File: src/rtl/piece_bag_queue_pkg.sv
// piece_bag_queue_pkg: shared piece codes, widths and bag-mask helpers.
package piece_bag_queue_pkg;
  localparam int PIECE_W = 3;
  localparam int NUM_PIECES = 7;
  localparam int REJ_LIMIT_DEF = 8;
  typedef logic [PIECE_W-1:0] piece_t;
  typedef logic [NUM_PIECES-1:0] mask_t;
  localparam piece_t PIECE_NONE = 3'd0;
  localparam piece_t PIECE_I = 3'd1;
  localparam piece_t PIECE_O = 3'd2;
  localparam piece_t PIECE_T = 3'd3;
  localparam piece_t PIECE_S = 3'd4;
  localparam piece_t PIECE_Z = 3'd5;
  localparam piece_t PIECE_J = 3'd6;
  localparam piece_t PIECE_L = 3'd7;
  typedef enum logic {ST_FILL, ST_HOLD} state_t;
  function automatic mask_t piece_bit(input piece_t p);
    return (p == PIECE_NONE) ? '0 : mask_t'(1) << (p - piece_t'(1));
  endfunction
  function automatic piece_t first_free(input mask_t m);
    piece_t r;
    r = PIECE_NONE;
    for (int k = NUM_PIECES - 1; k >= 0; k--) if (!m[k]) r = piece_t'(k + 1);
    return r;
  endfunction
endpackage

File: src/rtl/piece_bag_queue_if.sv
// piece_bag_queue_if: generator/controller-facing signals of the piece bag queue.
interface piece_bag_queue_if #(parameter int QDEPTH = 4);
  import piece_bag_queue_pkg::*;
  localparam int CW = $clog2(QDEPTH + 1);
  piece_t rnd_in;
  logic pop;
  piece_t piece_out;
  logic piece_valid;
  logic [PIECE_W*(QDEPTH-1)-1:0] preview;
  logic [CW-1:0] count;
  logic bag_done;
  modport master (output rnd_in, pop, input piece_out, piece_valid, preview, count, bag_done);
  modport slave (input rnd_in, pop, output piece_out, piece_valid, preview, count, bag_done);
endinterface

File: src/rtl/piece_bag_queue_shift_queue.sv
// piece_shift_queue: QDEPTH-entry shift queue, head at entry 0, packed preview of the rest.
module piece_shift_queue
  import piece_bag_queue_pkg::*;
#(
  parameter int QDEPTH = 4,
  parameter int W = PIECE_W,
  localparam int CW = $clog2(QDEPTH + 1)
) (
  input  logic                    clk,
  input  logic                    rst,
  input  logic                    push_i,
  input  logic                    pop_i,
  input  logic [W-1:0]            din_i,
  output logic [W-1:0]            head_o,
  output logic [W*(QDEPTH-1)-1:0] preview_o,
  output logic [CW-1:0]           count_o,
  output logic                    valid_o
);
  logic [W-1:0] q_q [QDEPTH];
  logic [W-1:0] q_d [QDEPTH];
  logic [CW-1:0] cnt_q, cnt_d, cnt_s;
  logic pop_v;
  always_comb begin
    pop_v = pop_i && cnt_q != '0;
    cnt_s = pop_v ? cnt_q - 1'b1 : cnt_q;
    for (int i = 0; i < QDEPTH - 1; i++) q_d[i] = pop_v ? q_q[i+1] : q_q[i];
    q_d[QDEPTH-1] = pop_v ? '0 : q_q[QDEPTH-1];
    // the new piece lands just above the post-shift tail
    for (int i = 0; i < QDEPTH; i++) if (push_i && cnt_s == CW'(i)) q_d[i] = din_i;
    cnt_d = cnt_s + CW'(push_i);
  end
  always_ff @(posedge clk) begin
    if (rst) begin
      q_q <= '{default: '0};
      cnt_q <= '0;
    end else begin
      q_q <= q_d;
      cnt_q <= cnt_d;
    end
  end
  assign head_o = q_q[0];
  assign count_o = cnt_q;
  assign valid_o = cnt_q != '0;
  for (genvar g = 1; g < QDEPTH; g++) begin : g_prev
    assign preview_o[W*(g-1) +: W] = q_q[g];
  end
endmodule

File: src/rtl/piece_bag_queue.sv
// piece_bag_queue: 7-bag piece randomiser with rejection, forced pick and preview queue.
module piece_bag_queue
  import piece_bag_queue_pkg::*;
#(
  parameter int QDEPTH = 4,
  parameter int REJ_LIMIT = REJ_LIMIT_DEF
) (
  input logic clk,
  input logic rst,
  piece_bag_queue_if.slave bus
);
  localparam int CW = $clog2(QDEPTH + 1);
  localparam int RW = $clog2(REJ_LIMIT);
  state_t st_q, st_d;
  mask_t mask_q, mask_d, mask_nx;
  logic [RW-1:0] rej_q, rej_d;
  logic bag_done_q, bag_done_d;
  logic [CW-1:0] cnt;
  logic pop_v, push_en, accept, force_pick, push;
  piece_t din;
  always_ff @(posedge clk) begin
    if (rst) begin
      st_q <= ST_FILL;
      mask_q <= '0;
      rej_q <= '0;
      bag_done_q <= 1'b0;
    end else begin
      st_q <= st_d;
      mask_q <= mask_d;
      rej_q <= rej_d;
      bag_done_q <= bag_done_d;
    end
  end
  always_comb begin
    st_d = (cnt - CW'(pop_v) + CW'(push) == CW'(QDEPTH)) ? ST_HOLD : ST_FILL;
  end
  always_comb begin
    pop_v = bus.pop && cnt != '0;
    push_en = st_q == ST_FILL || pop_v;
    accept = bus.rnd_in != PIECE_NONE && (mask_q & piece_bit(bus.rnd_in)) == '0;
    // the rejection that would reach REJ_LIMIT becomes a forced pick instead
    force_pick = !accept && rej_q == RW'(REJ_LIMIT - 1);
    push = push_en && (accept || force_pick);
    din = accept ? bus.rnd_in : first_free(mask_q);
    mask_nx = mask_q | piece_bit(din);
    bag_done_d = push && &mask_nx;
    mask_d = !push ? mask_q : bag_done_d ? '0 : mask_nx;
    rej_d = !push_en ? rej_q : push ? '0 : rej_q + 1'b1;
  end
  piece_shift_queue #(.QDEPTH(QDEPTH), .W(PIECE_W)) u_q (
    .clk       (clk),
    .rst       (rst),
    .push_i    (push),
    .pop_i     (pop_v),
    .din_i     (din),
    .head_o    (bus.piece_out),
    .preview_o (bus.preview),
    .count_o   (cnt),
    .valid_o   (bus.piece_valid)
  );
  assign bus.count = cnt;
  assign bus.bag_done = bag_done_q;
endmodule

File: src/flat_wrapper.sv
// flat-port wrapper written by rule: the top's interface ports become plain ports
module piece_bag_queue_flat import piece_bag_queue_pkg::*;
#(
  parameter int QDEPTH = 4,
  parameter int REJ_LIMIT = REJ_LIMIT_DEF
)
  (clk, rst, bus_rnd_in, bus_pop, bus_piece_out, bus_piece_valid, bus_preview, bus_count, bus_bag_done);
  piece_bag_queue_if #(.QDEPTH(QDEPTH)) bus_i ();
  input logic clk;
  input logic rst;
  input wire logic [$bits(bus_i.rnd_in)-1:0] bus_rnd_in;
  input wire logic [$bits(bus_i.pop)-1:0] bus_pop;
  output wire logic [$bits(bus_i.piece_out)-1:0] bus_piece_out;
  output wire logic [$bits(bus_i.piece_valid)-1:0] bus_piece_valid;
  output wire logic [$bits(bus_i.preview)-1:0] bus_preview;
  output wire logic [$bits(bus_i.count)-1:0] bus_count;
  output wire logic [$bits(bus_i.bag_done)-1:0] bus_bag_done;
  assign bus_i.rnd_in = bus_rnd_in;
  assign bus_i.pop = bus_pop;
  assign bus_piece_out = bus_i.piece_out;
  assign bus_piece_valid = bus_i.piece_valid;
  assign bus_preview = bus_i.preview;
  assign bus_count = bus_i.count;
  assign bus_bag_done = bus_i.bag_done;
  piece_bag_queue #(.QDEPTH(QDEPTH), .REJ_LIMIT(REJ_LIMIT)) u_core (.clk(clk), .rst(rst), .bus(bus_i));
endmodule
File: config.mk
export PLATFORM = sky130hd
export DESIGN_NAME = piece_bag_queue_flat
export DESIGN_NICKNAME = d
export VERILOG_FILES = /design/src/rtl/piece_bag_queue_pkg.sv /design/src/rtl/piece_bag_queue_if.sv /design/src/rtl/piece_bag_queue_shift_queue.sv /design/src/rtl/piece_bag_queue.sv /design/src/flat_wrapper.sv
export SDC_FILE = /design/constraint.sdc
export NUM_CORES = 1
export LEC_CHECK = 0
export ABC_AREA = 1
export CAP_MARGIN = 0
export CORE_MARGIN = 2
export CORE_UTILIZATION = 40
export CTS_CLUSTER_SIZE = 14
export DETAILED_ROUTE_END_ITERATION = 10
export PLACE_DENSITY_LB_ADDON = 0.3
export SLEW_MARGIN = 20
export SYNTH_ARGS = -nofsm -noshare
export SYNTH_HDL_FRONTEND = slang
export SYNTH_SLANG_ARGS = --single-unit
File: constraint.sdc
create_clock -name clk -period 3.31 [get_ports clk]
set_clock_uncertainty 0.15 [all_clocks]
set_input_delay 0.662 -clock clk [delete_from_list [all_inputs] [get_ports clk]]
set_output_delay 0.662 -clock clk [all_outputs]
set_load 0.005 [all_outputs]
; After elaboration in Yosys (flattened, before gate mapping)
; Index checks and enable logic that the tools add are counted.
[classes]
addsub = 7
eq_ne = 5
shift = 2
muxes = 22
bitwise_logic = 3
n_reduce_logical = 24
[ops]
columns = op, count
row1 = $mux W3, 18
row2 = $mux W7, 3
row3 = $shl A1 B3 Y7 const A, 2
row4 = $logic_and A1 B1 Y1, 10
row5 = $logic_not A3 Y1, 3
row6 = $sub A3 B1 Y3 const B, 3
row7 = $reduce_bool A2 Y1, 4
row8 = $and A7 B7 Y7, 1
row9 = $logic_not A7 Y1, 1
row10 = $or A7 B7 Y7, 1
row11 = $reduce_and A7 Y1, 1
row12 = $add A3 B1 Y3, 2
row13 = $eq A3 B2 Y1 const B, 2
row14 = $eq A3 B3 Y1 const B, 2
row15 = $reduce_bool A3 Y1, 2
row16 = $add A3 B1 Y3 const B, 1
row17 = $eq A3 B1 Y1 const B, 1
row18 = $sub A3 B1 Y3, 1
row19 = $logic_or A1 B1 Y1, 2
row20 = $logic_not A1 Y1, 1
row21 = $mux W1, 1
row22 = $not A1 Y1, 1
[word_totals]
ff_bits = 27
input_bits = 6

; Depth between registers and ports, before layout
[logic_depth]
word_depth = 15
mapped_depth = 17
mapped_depth_nobuf = 16

; Hierarchy
; Synthesis repeated with hierarchy kept, for this count alone.
[unflattened]
cells_unflattened = 268
hier_area_um2 = 1881.8
[by_module_without_submodules]
columns = module, instances, cells_per_inst, area_per_inst_um2
row1 = piece_bag_queue, 1, 143, 991.0
row2 = piece_shift_queue, 1, 125, 890.9

; Worst setup path after synthesis
; No wires, ideal clock.
[synth_timing]
path_type = reg-to-reg
from = register u_core.u_q.cnt_q[0], in the netlist u_core.u_q.count_o[0]
to = register u_core.st_q
setup_time_ps = 92
arrival_time_ps = 2591
required_time_ps = 3068
slack_ps = 477
stages_incl_launch_ff = 15
n_path_buf = 1
period_less_slack_ps = 2833
path_cell_list = dfxtp_1 > inv_1 > ha_1 > nand2_2 > nand2_2 > buf_6 > nand2_1 > inv_2 > nor2_8 > inv_2 > ha_1 > inv_1 > ha_1 > fa_1 > nor4_1
[synth_between]
elab_chain_len = 7
elab_cells_between_ends = 8
[synth_rtl]
columns = item, line_no
row1 = start: declaration, piece_bag_queue_shift_queue.sv:21  ; logic [CW-1:0] cnt_q, cnt_d, cnt_s;
row2 = start signal: assignment, piece_bag_queue_shift_queue.sv:38  ; cnt_q <= cnt_d;
row3 = $reduce_bool A3 Y1 *, n/a
row4 = net bus_piece_valid, flat_wrapper.sv:14  ; output wire logic [$bits(bus_i.piece_valid)-1:0] bus_piece_valid;
row5 = $logic_and A1 B1 Y1 *, piece_bag_queue.sv:38  ; pop_v = bus.pop && cnt != '0;
row6 = branches (longest 2 deep; another with $sub A3 B1 Y3), n/a
row7 = $add A3 B1 Y3 *, piece_bag_queue.sv:35  ; st_d = (cnt - CW'(pop_v) + CW'(push) == CW'(QDEPTH)) ? ST_HOLD : ST_FILL;
row8 = $eq A3 B3 Y1 *, piece_bag_queue.sv:35
row9 = $mux W1 *, piece_bag_queue.sv:35
row10 = end signal: assignment, piece_bag_queue.sv:28  ; st_q <= st_d;
row11 = end: declaration, piece_bag_queue.sv:14  ; state_t st_q, st_d;
; Mark *: on every way through the listed nets, which the timed path passes.
; A chain may end at the register's enable or synchronous reset.

; Worst setup path after layout
[layout_timing]
from = input port bus_rnd_in[0]
to = register u_core.st_q
[layout_between]
elab_chain_len = 13
elab_cells_between_ends = 15
[layout_rtl]
columns = item, line_no
row1 = start: declaration, flat_wrapper.sv:11  ; input wire logic [$bits(bus_i.rnd_in)-1:0] bus_rnd_in;
row2 = $sub A3 B1 Y3, piece_bag_queue_pkg.sv:18  ; return (p == PIECE_NONE) ? '0 : mask_t'(1) << (p - piece_t'(1));
row3 = $shl A1 B3 Y7, piece_bag_queue_pkg.sv:18
row4 = $mux W7, piece_bag_queue_pkg.sv:18
row5 = $and A7 B7 Y7, piece_bag_queue.sv:40  ; accept = bus.rnd_in != PIECE_NONE && (mask_q & piece_bit(bus.rnd_in)) == '0;
row6 = $logic_not A7 Y1, piece_bag_queue.sv:40
row7 = $logic_and A1 B1 Y1 *, piece_bag_queue.sv:40
row8 = $logic_not A1 Y1, piece_bag_queue.sv:42  ; force_pick = !accept && rej_q == RW'(REJ_LIMIT - 1);
row9 = $logic_and A1 B1 Y1, piece_bag_queue.sv:42
row10 = $logic_or A1 B1 Y1 *, piece_bag_queue.sv:43  ; push = push_en && (accept || force_pick);
row11 = $logic_and A1 B1 Y1 *, piece_bag_queue.sv:43
row12 = $add A3 B1 Y3 *, piece_bag_queue.sv:35
row13 = $eq A3 B3 Y1 *, piece_bag_queue.sv:35
row14 = $mux W1 *, piece_bag_queue.sv:35
; Every way passes the cells marked *; elsewhere a longest branch is shown, timed or not.

==> metrics.md <==
| Metric | Value |
|---|---|
| Setup Viol. Count Final | `0` |
| Critical Path Start | `bus_rnd_in[0]` |
| Cell depth of the worst flop-to-flop path | `13` |
| P_int | `roughly 0.00085 W` |
| Initial antenna violation count | `0` |
| Worst path required time | `roughly 3.3 ns` |
| Prevailing post-synth register cell | `dfxtp_1` |
| WS Path Type | `in -> reg` |
| CP Capture Point | `u_core.st_q$_SDFF_PP0_` |
| Area of the multi-input gates | `0.00114 mm²` |
| Starting DRT DRC Count | `80` |
| Hold WS | `~0.32 ns` |
| P_leak | `0.937 nW` |
| Critical path capture point type | `flop` |
| FF+latch count, synth | `27` |
| CTS Buf Count | `3` |
| First-pass GRT wire length | `a little under 7 mm` |
| Final ANT Viol Nets | `0` |
| Slew HR | `0.764` |
| Maximum vdd drop | `0.000251 V` |
| Vias/cell | `4.98` |
| DRC | `0` |
| Synth Area in Compound Gates | `0.135` |
| Avg WL per Cell | `approximately 12 µm` |
| Clock Tree Buf Depth | `2` |
| WL met3 | `roughly 140 µm` |
| Post-CTS Resized | `0` |
| Crit-path max FO | `7` |
| Tcrit/Tclk final | `0.937` |
| Largest family of logic cells by synthesized area | `simple AND/OR/NAND/NOR gates` |
| Clock Power Share | `0.128` |
| Avg Synthesized Cell Area | `roughly 7.5 µm²` |
| Top cell type's share of synthesized area | `0.291` |
| Cell Pwr Density | `roughly 670 mW/mm²` |
| Setup Buffers After CTS | `0` |
| Async set-or-reset flop fraction in the synthesized netlist | `0` |
| Crit path cell chain | `clkdlybuf4s50_1 -> inv_4 -> nand2_1 -> nand3_2 -> nand2_2 -> nand2_4 -> nand2_4 -> nor2_4 -> nor2_8 -> inv_2 -> ha_1 -> inv_1 -> ha_1 -> fa_1 -> nor4_1` |
| Synth Area in XOR/XNOR | `0.0290` |
| Warnings, synthesis | `0` |
| Row count | `24` |
| Final net count | `295` |
| Slew Viols, Final | `0` |
| Top cell type by total area after synthesis | `dfxtp_1` |
| Tmin final | `a little over 3 ns` |
| Post-synthesis sequential area ratio | `0.291` |
| RePlAce Congestion | `between 0.8 and 0.9` |
| # hold bufs at CTS | `0` |
| Synth cell types | `35` |
| Worst path slowest cell | `clkdlybuf4s50_1` |
| Largest cells by area after synthesis | `dfxtp_1 (29%), nand2_1 (9.9%), nand3_1 (7.5%)` |
| Max_cap viols | `0` |
| Seq pwr share | `0.295` |
| Layout area overhead | `20.3%` |
| Tightest Pin Transition | `roughly 0.35 ns` |
| Total track usage | `0.162` |
| Hold Crit Class | `reg -> reg` |
| DIE AREA | `roughly 0.0052 mm²` |
| Total Wirelength | `3.97 mm` |
| Switching power | `about 0.00066 W` |
| Ant. Diodes | `0` |
| Comb power frac | `0.577` |
| Vias in the first global route | `1514` |
| Synthesized area | `0.00186 mm²` |
| Die X | `72.2 µm` |
| Register area | `541 µm²` |
| Post-Route M1 WL | `2.15 mm` |
| HPWL reported at the end of detailed placement | `roughly 3 mm` |
| I/O pin total | `23` |
| Switching Share | `0.436` |
| Clk sinks | `27` |
| RSZ-0062 raised after global routing | `false` |
| Post-Syn Nets | `approximately 260` |
| Grt ovf | `0` |
| Post-Synth Adder-Cell Area | `0.0646` |
| Outcome | `completed` |
| Clock slew at reported path FFs | `approximately 0.10 ns` |
| Reg-to-reg slack, setup | `around 0.47 ns` |
| Met2 WL | `~1.7 mm` |
| Uppermost layer routed | `met4` |
| Worst EP arrival | `3.13 ns` |
| Max frequency | `323 MHz` |
| Pin count of the biggest net entering global routing | `19` |
| Drt pass-1 iters | `4` |
| Effective utilization at floorplan | `0.421` |
| Post-synth EDFFs | `0` |
| H-tree levels | `1` |
| PortBufs | `22` |
| Final design area excluding fillers | `roughly 0.0022 mm²` |
| TritonCTS clock tree | `built` |
| Startpoint Class | `primary input` |
| Hold Vio Cnt, Final | `0` |
| Later-pin clock latency in the skew report | `between 0.2 and 0.3 ns` |
| Synth Instances | `247` |
| Filler instances | `around 440` |
| Die height | `between 70 and 80 µm` |
| Via count | `approximately 1600` |
| Peak per-stage delay on the critical path | `approximately 0.64 ns` |
| Layout cells sized above 1 | `0.254` |
| Core area | `0.00441 mm²` |
| Worst flop-to-flop path endpoint | `u_core.st_q$_SDFF_PP0_` |
| R2r startpoint | `u_core.u_q.count_o[1]$_SDFF_PP0_` |
| Mux contribution to synthesized area | `0` |
| Post-synthesis simple-gate area fraction | `0.384` |
| Root Driver | `clkbuf_8` |
| Placed Area | `roughly 0.0022 mm²` |
-- layer usage --
metal | track usage | vias to the layer above
li1 | - | 872
met2 | 0.247 | 36
met3 | 0.0208 | 2
met4 | 0.0314 | 0
met5 | 0 | -
met1 | 0.246 | 739
-- cells in the final DEF (no fill, tap or decap), types with 6 or more instances in the layout --
| master | count |
|---|---|
| dfxtp_1 | 27 |
| o211ai_1 | 7 |
| inv_2 | 9 |
| nand3_1 | 28 |
| ha_1 | 8 |
| clkdlybuf4s50_1 | 22 |
| nand2_4 | 6 |
| a21oi_1 | 18 |
| nand2_1 | 49 |
| nand3_2 | 8 |
| nand2_2 | 19 |
| buf_4 | 12 |
| inv_1 | 26 |
| o21ai_0 | 6 |
-- power groups by stage --
stage          clock network (W)  registers (W)  logic, W
4_1_cts                 0.000197       0.000445  0.000871
6_report                0.000192       0.000444  0.000868
3_5_place_dp                   0       0.000453  0.000866
5_1_grt                 0.000209       0.000454  0.000976
2_1_floorplan                  0       0.000444  0.000613
3_3_place_gp                   0       0.000453  0.000856
-- worst min-delay path by stage --
stage	start	end	slack, ns	cells past startpoint
finish	u_core.u_q.head_o[0]$_SDFFE_PP0P_	u_core.u_q.head_o[0]$_SDFFE_PP0P_	0.32	2
global route	u_core.rej_q[1]$_SDFFE_PP0P_	u_core.rej_q[1]$_SDFFE_PP0P_	0.33	2
CTS	u_core.u_q.head_o[0]$_SDFFE_PP0P_	u_core.u_q.head_o[0]$_SDFFE_PP0P_	0.33	2
detailed placement	u_core.u_q.head_o[0]$_SDFFE_PP0P_	u_core.u_q.head_o[0]$_SDFFE_PP0P_	0.31	2
global placement	u_core.u_q.head_o[0]$_SDFFE_PP0P_	u_core.u_q.head_o[0]$_SDFFE_PP0P_	0.30	2
floorplan	u_core.rej_q[0]$_SDFFE_PP0P_	u_core.rej_q[0]$_SDFFE_PP0P_	0.30	2
-- cells by family after synthesis --
group,Yosys count
XOR/XNOR,4
flip-flops,27
AND/OR/NAND/NOR,125
adder cells (fa/ha/maj),9
buffers and inverters,42
AO/OA/AOI/OAI,40
-- metrics by stage --
stage               total power (W)  worst slack (ns)  std cells  utilization  TNS, ns
floorplan                   0.00106             0.477        247            -        0
global placement            0.00131            0.0205        327        0.496        0
detailed placement          0.00132           -0.0853        327        0.496  -0.0853
CTS                         0.00151             0.204        331        0.507        0
global route                0.00164            0.0752        331        0.507        0
finish                      0.00150             0.210        331        0.507        0
-- cells in the mapped netlist, types with 2 or more instances --
| cell type | instances |
|---|---|
| inv_1 | 26 |
| dfxtp_1 | 27 |
| nand2_4 | 6 |
| nand3_1 | 28 |
| nor2_2 | 2 |
| xnor2_1 | 2 |
| nand4_1 | 3 |
| nor2_1 | 3 |
| nand3_2 | 8 |
| nand2_1 | 49 |
| o21ai_1 | 2 |
| nand2_2 | 19 |
| ha_1 | 8 |
| inv_2 | 9 |
| nor2_4 | 3 |
| nor3_2 | 2 |
| o211ai_1 | 7 |
| buf_6 | 2 |
| a21oi_1 | 18 |
| clkbuf_1 | 2 |
| a31oi_1 | 2 |
| o21ai_0 | 6 |
-- flip-flops by register name, summed over array words and instances, names as in the netlist --
signal / count
u_core.bus.bag_done: 1
u_core.mask_q: 7
u_core.u_q.head_o: 3
u_core.u_q.preview_o: 9
u_core.u_q.count_o: 3
u_core.st_q: 1
u_core.rej_q: 3
-- layout make-up --
type | instances | area share
inverters | 36 | 0.0616
well taps | 52 | 0.0291
flip-flops and latches | 27 | 0.242
multi-input cells | 178 | 0.509
clock buffers | 4 | 0.0201
repair buffers | 34 | 0.139
-- critical path: cells and delay by family --
| family | cells | cell delay, ns |
|---|---|---|
| AND/OR/NAND/NOR | 8 | 0.79 |
| buffers and inverters | 4 | 0.79 |
| adder cells (fa/ha/maj) | 3 | 0.87 |
Note: power is estimated with default switching activity, not from simulation.
